===== config.mk =====
export PLATFORM = sky130hd
export DESIGN_NAME = irq_dispatch
export DESIGN_NICKNAME = d
export VERILOG_FILES = /design/src/rtl/irq_dispatch.sv
export SDC_FILE = /design/constraint.sdc
export NUM_CORES = 1
export LEC_CHECK = 0
export CAP_MARGIN = 40
export CORE_ASPECT_RATIO = 2
export CORE_MARGIN = 5
export CORE_UTILIZATION = 46
export CTS_CLUSTER_DIAMETER = 40
export DETAILED_ROUTE_END_ITERATION = 6
export GPL_ROUTABILITY_DRIVEN = 0
export HOLD_SLACK_MARGIN = 0.03
export PLACE_DENSITY = 0.88
export SYNTH_ARGS = -nofsm -noshare
export SYNTH_HDL_FRONTEND = slang
export SYNTH_SLANG_ARGS = --single-unit

===== constraint.sdc =====
create_clock -name CLK -period 1.65 [get_ports CLK]
set_input_delay 0.33 -clock CLK [delete_from_list [all_inputs] [get_ports CLK]]
set_output_delay 0.33 -clock CLK [all_outputs]
set_load 0.005 [all_outputs]

===== src/rtl/irq_dispatch.sv =====
// SM83 interrupt flag/enable unit: IF/IE/IME storage, delayed EI, and the
// 5 M-cycle dispatch sequencer that drives PC push strobes and vector bits.
module irq_dispatch #(
   parameter int NIRQ = 5
) (
   input  logic            CLK,
   input  logic            nRES,
   input  logic            mstep,
   input  logic [NIRQ-1:0] irq,
   input  logic            reg_wr,
   input  logic            reg_rd,
   input  logic            reg_sel,
   input  logic [7:0]      DL_in,
   output logic [7:0]      DL_out,
   input  logic            ei,
   input  logic            di,
   input  logic            reti,
   input  logic            fetch,
   input  logic            int_ack,
   output logic            int_req,
   output logic            halt_wake,
   output logic            ime,
   output logic            dsp_busy,
   output logic            push_h,
   output logic            push_l,
   output logic            load_vec,
   output logic [7:3]      bro,
   output logic [2:0]      dbg_state
);

   // Handshake: int_req is offered only in IDLE; a step with mstep & int_ack & int_req commits the dispatch.
   typedef enum logic [2:0] {
      S_IDLE   = 3'd0,
      S_WAIT1  = 3'd1,
      S_WAIT2  = 3'd2,
      S_PUSH_H = 3'd3,
      S_PUSH_L = 3'd4,
      S_JUMP   = 3'd5
   } state_t;

   state_t          state_q;
   logic [NIRQ-1:0] if_q, if_d, clr;
   logic [7:0]      ie_q;
   logic            ime_q, ime_d;
   logic            ei_pend_q, ei_pend_d;
   logic            ei_cnt_q, ei_cnt_d;
   logic [2:0]      vsel_q, vsel_d;
   logic            vvalid_q;
   logic            push_h_q, push_l_q, load_vec_q, busy_q;
   logic [NIRQ-1:0] pend;
   logic            ack_take;

   assign pend      = if_q & ie_q[NIRQ-1:0];
   assign halt_wake = |pend;
   assign int_req   = ime_q & (|pend) & (state_q == S_IDLE) & ~ei_pend_q;
   assign ack_take  = mstep & int_ack & int_req;
   assign ime       = ime_q;
   assign push_h    = push_h_q;
   assign push_l    = push_l_q;
   assign load_vec  = load_vec_q;
   assign dsp_busy  = busy_q;
   assign bro       = (load_vec_q && vvalid_q) ? {2'b01, vsel_q} : 5'b00000;
   assign dbg_state = state_q;

   always_comb begin
      DL_out = 8'h00;
      if (reg_rd) DL_out = reg_sel ? ie_q : {{(8-NIRQ){1'b1}}, if_q};
   end

   // Lowest index wins; evaluated against live IF/IE so late IE writes cancel.
   always_comb begin
      vsel_d = 3'd0;
      for (int i = NIRQ - 1; i >= 0; i--) begin
         if (pend[i]) vsel_d = 3'(i);
      end
   end

   always_comb begin
      clr = '0;
      if (state_q == S_JUMP && mstep && vvalid_q) clr[vsel_q] = 1'b1;
      if_d = if_q & ~clr;
      if (reg_wr && !reg_sel) if_d = DL_in[NIRQ-1:0];
      if_d = if_d | irq;
   end

   // ei arms a two-fetch countdown: the fetch ending EI, then the one ending the next instruction.
   always_comb begin
      ime_d     = ime_q;
      ei_pend_d = ei_pend_q;
      ei_cnt_d  = ei_cnt_q;
      if (mstep) begin
         if (ei) begin
            ei_pend_d = 1'b1;
            ei_cnt_d  = 1'b0;
         end else if (fetch && ei_pend_q) begin
            if (ei_cnt_q) begin
               ime_d     = 1'b1;
               ei_pend_d = 1'b0;
               ei_cnt_d  = 1'b0;
            end else begin
               ei_cnt_d = 1'b1;
            end
         end
         if (reti) ime_d = 1'b1;
         if (ack_take) ime_d = 1'b0;
         if (di) begin
            ime_d     = 1'b0;
            ei_pend_d = 1'b0;
            ei_cnt_d  = 1'b0;
         end
      end
   end

   always_ff @(posedge CLK) begin
      if (!nRES) begin
         if_q      <= '0;
         ie_q      <= 8'h00;
         ime_q     <= 1'b0;
         ei_pend_q <= 1'b0;
         ei_cnt_q  <= 1'b0;
      end else begin
         if_q      <= if_d;
         ime_q     <= ime_d;
         ei_pend_q <= ei_pend_d;
         ei_cnt_q  <= ei_cnt_d;
         if (reg_wr && reg_sel) ie_q <= DL_in;
      end
   end

   always_ff @(posedge CLK) begin
      if (!nRES) begin
         state_q    <= S_IDLE;
         vsel_q     <= 3'd0;
         vvalid_q   <= 1'b0;
         push_h_q   <= 1'b0;
         push_l_q   <= 1'b0;
         load_vec_q <= 1'b0;
         busy_q     <= 1'b0;
      end else if (mstep) begin
         case (state_q)
            S_IDLE: begin
               if (ack_take) begin
                  state_q <= S_WAIT1;
                  busy_q  <= 1'b1;
               end
            end
            S_WAIT1: state_q <= S_WAIT2;
            S_WAIT2: begin
               state_q  <= S_PUSH_H;
               push_h_q <= 1'b1;
            end
            S_PUSH_H: begin
               state_q  <= S_PUSH_L;
               push_h_q <= 1'b0;
               push_l_q <= 1'b1;
               vsel_q   <= vsel_d;
               vvalid_q <= |pend;
            end
            S_PUSH_L: begin
               state_q    <= S_JUMP;
               push_l_q   <= 1'b0;
               load_vec_q <= 1'b1;
            end
            S_JUMP: begin
               state_q    <= S_IDLE;
               load_vec_q <= 1'b0;
               busy_q     <= 1'b0;
            end
            default: begin
               state_q    <= S_IDLE;
               push_h_q   <= 1'b0;
               push_l_q   <= 1'b0;
               load_vec_q <= 1'b0;
               busy_q     <= 1'b0;
            end
         endcase
      end
   end

endmodule


# --- After elaboration in Yosys (flattened, before gate mapping) ---
# Index checks and enable logic that the tools add are counted.
totals:
  ff_bits: 27
  in_bits: 24
classes:
  n_mux: 33
  n_lt_le_gt_ge: 2
  eq_ne: 7
  n_reduce_logical: 27
  bitwise_logic: 14
op_table:
  columns: ["cell", "count"]
  rows:
  - ["2-to-1 mux 3 bit", 6]
  - ["2-to-1 mux 1 bit", 16]
  - ["2-to-1 mux 8 bit", 2]
  - ["OR reduction 4 bit", 4]
  - ["case mux 3 bit (5 select lines)", 1]
  - ["AND reduction 2 bit", 6]
  - ["AND 5 bit", 2]
  - ["2-to-1 mux 5 bit", 2]
  - ["case mux 1 bit (2 select lines)", 4]
  - ["nonzero test 4 bit", 2]
  - ["logical AND 1 bit", 7]
  - ["== test 3 x 2 -> 1 bit (second input constant)", 2]
  - ["== test 3 bit (second input constant)", 2]
  - ["AND reduction 3 bit", 2]
  - ["nonzero test 3 bit", 2]
  - ["AND 1 bit", 5]
  - ["inverter 1 bit", 5]
  - ["inverter 5 bit", 1]
  - ["OR 5 bit", 1]
  - ["OR reduction 5 bit", 1]
  - ["less-than comparator 3 x 4 -> 1 bit (second input constant)", 1]
  - ["2-to-1 mux 4 bit", 1]
  - ["inequality test 4 x 1 -> 1 bit (second input constant)", 1]
  - ["AND reduction 4 bit", 1]
  - ["other kinds (6)", 6]

# --- Logic depth before layout (Yosys ltp) ---
depth:
  depth_word: 9
  depth_mapped: 5
  ltp_nobuf: 4

# --- Least setup slack after synthesis ---
# No wires, ideal clock.
synth_timing:
  path_kind: "reg-to-reg"
  from: "register state_q[0] (netlist: dbg_state[0])"
  to: "register if_q[1]"
  arrival_ps: 1118
  required_ps: 1525
  path_slack_ps: 407
  path_stages_with_launch: 6
  path_cell_list: "dfxtp_1 > buf_4 > and4b_1 > nand3b_1 > o311ai_1 > a21boi_1"
synth_between:
  elab_chain_cells: 8
synth_lines:
  columns: ["element", "line", "text"]
  rows:
  - ["start: declaration", "41", "state_t state_q;"]
  - ["start signal: assignment", "132", "state_q <= S_IDLE;"]
  - ["start signal: assignment", "143", "state_q <= S_WAIT1;"]
  - ["start signal: assignment", "147", "S_WAIT1: state_q <= S_WAIT2;"]
  - ["== test 3 bit", "80", "if (state_q == S_JUMP && mstep && vvalid_q) clr[vsel_q] = 1'b1;"]
  - ["logical AND 1 bit (2 in series)", "80", null]
  - ["2-to-1 mux 5 bit", "80", null]
  - ["inverter 5 bit", "81", "if_d = if_q & ~clr;"]
  - ["AND 5 bit", "81", null]
  - ["2-to-1 mux 5 bit", "82", "if (reg_wr && !reg_sel) if_d = DL_in[NIRQ-1:0];"]
  - ["OR 5 bit", "83", "if_d = if_d | irq;"]
  - ["end signal: assignment", "122", "if_q <= if_d;"]
  - ["end: declaration", "42", "logic [NIRQ-1:0] if_q, if_d, clr;"]
# No other way between the ends.
# A chain may end at the register's enable or synchronous reset.

# --- Final worst setup path ---
layout_timing:
  from: "register if_q[1]"
  to: "output int_req"
layout_between:
  elab_chain_cells: 5
layout_lines:
  columns: ["element", "line", "text"]
  rows:
  - ["AND 5 bit", "53", "assign pend = if_q & ie_q[NIRQ-1:0];"]
  - ["OR reduction 5 bit", "55", "assign int_req = ime_q & (|pend) & (state_q == S_IDLE) & ~ei_pend_q;"]
  - ["AND 1 bit (3 in series)", "55", null]
  - ["end: declaration", "20", "output logic int_req,"]
# No other way between the ends.

==> results.cfg <==
[outcome]
status = finished with violations
violations = setup timing

[critical_path]
crit_arrival_ps = 1340
crit_slowest_cell = dfxtp_2
r2r_end = dbg_state[0]$_SDFFE_PN0P_
critPathCaptureType = output port
critPathKind = reg -> out
slowest_delay_ps = 330
r2r-start = ie_q[3]$_SDFFE_PN0P_
cp-endpoint = int_req
r2r_cells = 7
crit_fanout = 2
path_cells = a22oi_2 > and3_4 > buf_6 > nor2_2 > buf_2
rrSetupSlack_ps = 100
start_kind = flop
critPathLaunch = if_q[1]$_SDFF_PN0_
crit_required_ps = 1320

[synth]
synth_cells = 177
dominantRegCellSynth = dfxtp_1
ys_types = 38
netlist_area_um2 = 1470
synth_edf_count = 0
ys.warnings.count = 0
syn_nets = 201
synth-seq-cells = 27
async_flop_share = 0
avgSynthCellArea_um2 = 8.29
synth-seq-area-share = 0.368

[job]
maxCapViolCount = 0

[die]
fp-row-count = 29
ios = 47
initial_core_util = 0.470
core_area_um2 = 3120
die_area_um2 = 4490
fp.dieH_um = 89.9
die_width_um = 49.9

[layout]
area_growth_pct = 51.1
drive_above_1_share = 0.231
multi_input_area_um2 = 832
fin_nets = 272
seqCellArea_um2 = 561
antenna_cells = 0
final_cells = 278
final_util = 0.711
num-fill-cells = 257

[clocking]
cts_max_path_buffers = 2
cts.hold.buffers_added = 0
tritoncts = yes
cts_sinks = 27
cts.clk_slew.worst_paths_ps = 90
cts-root-buf = clkbuf_8
h-tree-depth = 1
clock_latency_ps = 280
numCtsBuffers = 3

[power_and_ir_drop]
p_sw_mw = 0.369
internal-power_mw = 1.04
power_frac_clock = 0.274
cellPowerDensity_nw_per_um2 = 636
finalPower_mw = 1.41
ir_drop_uv = 555
seq_power_share = 0.494
p_leak_nw = 0.931
p_sw_frac = 0.262
comb_power_share = 0.232

[timing]
final.min_clock_period_ps = 1670
hold_violations = 0
finalClockSkew_ps = 2.53
fin_crit_sh = 1.01
setup_ws_ps = -16.3
rsz0062_at_grt = true
finalMaxSlewViolations = 0
setup_violations = 1
max_freq_ghz = 0.600

[global_route]
overflow = 0
track_usage = 0.203
grt_pass1_vias = 1631
grt_pass1_wl_mm = 7.27
grt_antenna_before_repair = 0
grt_start_max_net_pins = 24

[drt]
drc_errors = 0
routedWlPerCell_um = 15.7
drtPass1Iterations = 4
drt_iter0_markers = 33
viasPerCell = 5.63
wl_mm = 4.35
ant_nets = 0
num_vias = 1566

[place]
io_buffers = 45
dpl.hpwl_mm = 3.12
place_inst = 266

[hold_path]
hp-class = reg -> reg
-- power groups by stage --
stage | registers, mW | clock network (mW) | logic, mW
4_1_cts | 0.695 | 0.381 | 0.325
3_3_place_gp | 0.714 | 0 | 0.308
3_5_place_dp | 0.715 | 0 | 0.313
6_report | 0.697 | 0.386 | 0.327
5_1_grt | 0.701 | 0.417 | 0.355
2_1_floorplan | 0.715 | 0 | 0.139
-- critical path, delay by kind of cell, from the launching register on --
family / cells / cell delay, ps
buf+inv: 2 / 220
compound gates: 1 / 240
flops: 1 / 330
simple gates: 2 / 270
-- cell usage in the layout (no fill, tap or decap), types with 5 or more instances in the layout --
cell type,instances
a21oi_1,10
dfxtp_2,7
buf_6,5
inv_1,10
o21ai_0,8
a21boi_0,14
nand3_1,13
buf_4,26
nand2_1,19
mux2i_1,6
dlygate4sd2_1,11
clkdlybuf4s50_1,29
a21boi_1,5
dfxtp_1,17
nor2b_1,11
-- Yosys cell counts, types with 2 or more instances --
library cell,instances,area (um2)
dfxtp_1,27,541
nand2_1,19,71.3
a21boi_0,14,105
nand3_1,13,65.1
nor2b_1,11,68.8
a21oi_1,10,50.1
inv_1,10,37.5
o21ai_0,8,40.0
mux2i_1,6,60.1
a21boi_1,5,37.5
buf_2,4,20.0
nand3b_1,4,30.0
nor2_1,4,15.0
o311ai_1,4,35.0
and3_1,3,18.8
buf_4,3,22.5
clkbuf_1,3,11.3
o21a_1,3,22.5
a211oi_1,2,15.0
a22oi_2,2,25.0
and2_1,2,12.5
nand4_1,2,12.5
nor2_2,2,12.5
o22ai_1,2,12.5
-- logic make-up (layout without fill, tap and decap cells) --
family,count (synthesis),count (layout),share of synthesized area
AND/OR/NAND/NOR,65,65,0.238
other,1,1,0.00256
XOR/XNOR,1,1,0.00597
multiplexers,6,6,0.0409
buffers and inverters,21,91,0.0699
AO/OA/AOI/OAI,56,56,0.275
flip-flops,27,27,0.368
-- what timing repair did --
action | CTS | global route
resized for setup | 33 | 9
setup buffers | 7 | 1
pin swaps | 2 | 2
endpoints found under the setup margin | 15 | 8
-- metrics by stage --
stage | hold slack [ps] | setup TNS (ps) | cell area, um2 | setup WS [ps]
after floorplan | 427 | 0 | 1470 | 407
after global placement | 449 | -2890 | 2080 | -395
after detailed placement | 457 | -3160 | 2080 | -393
after CTS | 470 | 0 | 2200 | 3.83
after global routing | 496 | -49.5 | 2220 | -46.7
final | 470 | -16.3 | 2220 | -16.3
-- state kept, by name, indices dropped and copies added, names as in the netlist --
register and cells:
if_q 5, ie_q 8, dbg_state 3, ei_pend_q 1, vvalid_q 1, push_l 1
dsp_busy 1, ime 1, vsel_q 3, ei_cnt_q 1, load_vec 1, push_h 1
-- how the worst min path moves through the flow --
stage / start / slack, ps / cells after the start / to
finish: ie_q[6]$_SDFFE_PN0P_ / 470 / 2 / ie_q[6]$_SDFFE_PN0P_
global route: ie_q[7]$_SDFFE_PN0P_ / 500 / 2 / ie_q[7]$_SDFFE_PN0P_
CTS: ie_q[6]$_SDFFE_PN0P_ / 470 / 2 / ie_q[6]$_SDFFE_PN0P_
detailed placement: ie_q[6]$_SDFFE_PN0P_ / 460 / 2 / ie_q[6]$_SDFFE_PN0P_
global placement: ie_q[7]$_SDFFE_PN0P_ / 450 / 2 / ie_q[7]$_SDFFE_PN0P_
floorplan: di / 430 / 1 / ime$_SDFFE_PN0P_
-- metal layers --
layer	track usage	part of all wire	up-vias
li1	-	-	766
met1	0.194	0.35	726
met2	0.377	0.55	54
met3	0.0381	0.052	20
met4	0.116	0.053	0
met5	0	0	-
-- final cells by class --
| class | instances | area share |
|---|---|---|
| tap | 31 | 0.0175 |
| clock buffer | 4 | 0.0203 |
| timing repair buffer | 77 | 0.317 |
| sequential | 27 | 0.253 |
| multi-input combinational | 129 | 0.375 |
| inverter | 10 | 0.0169 |
Power figures use the tool's default switching activity.
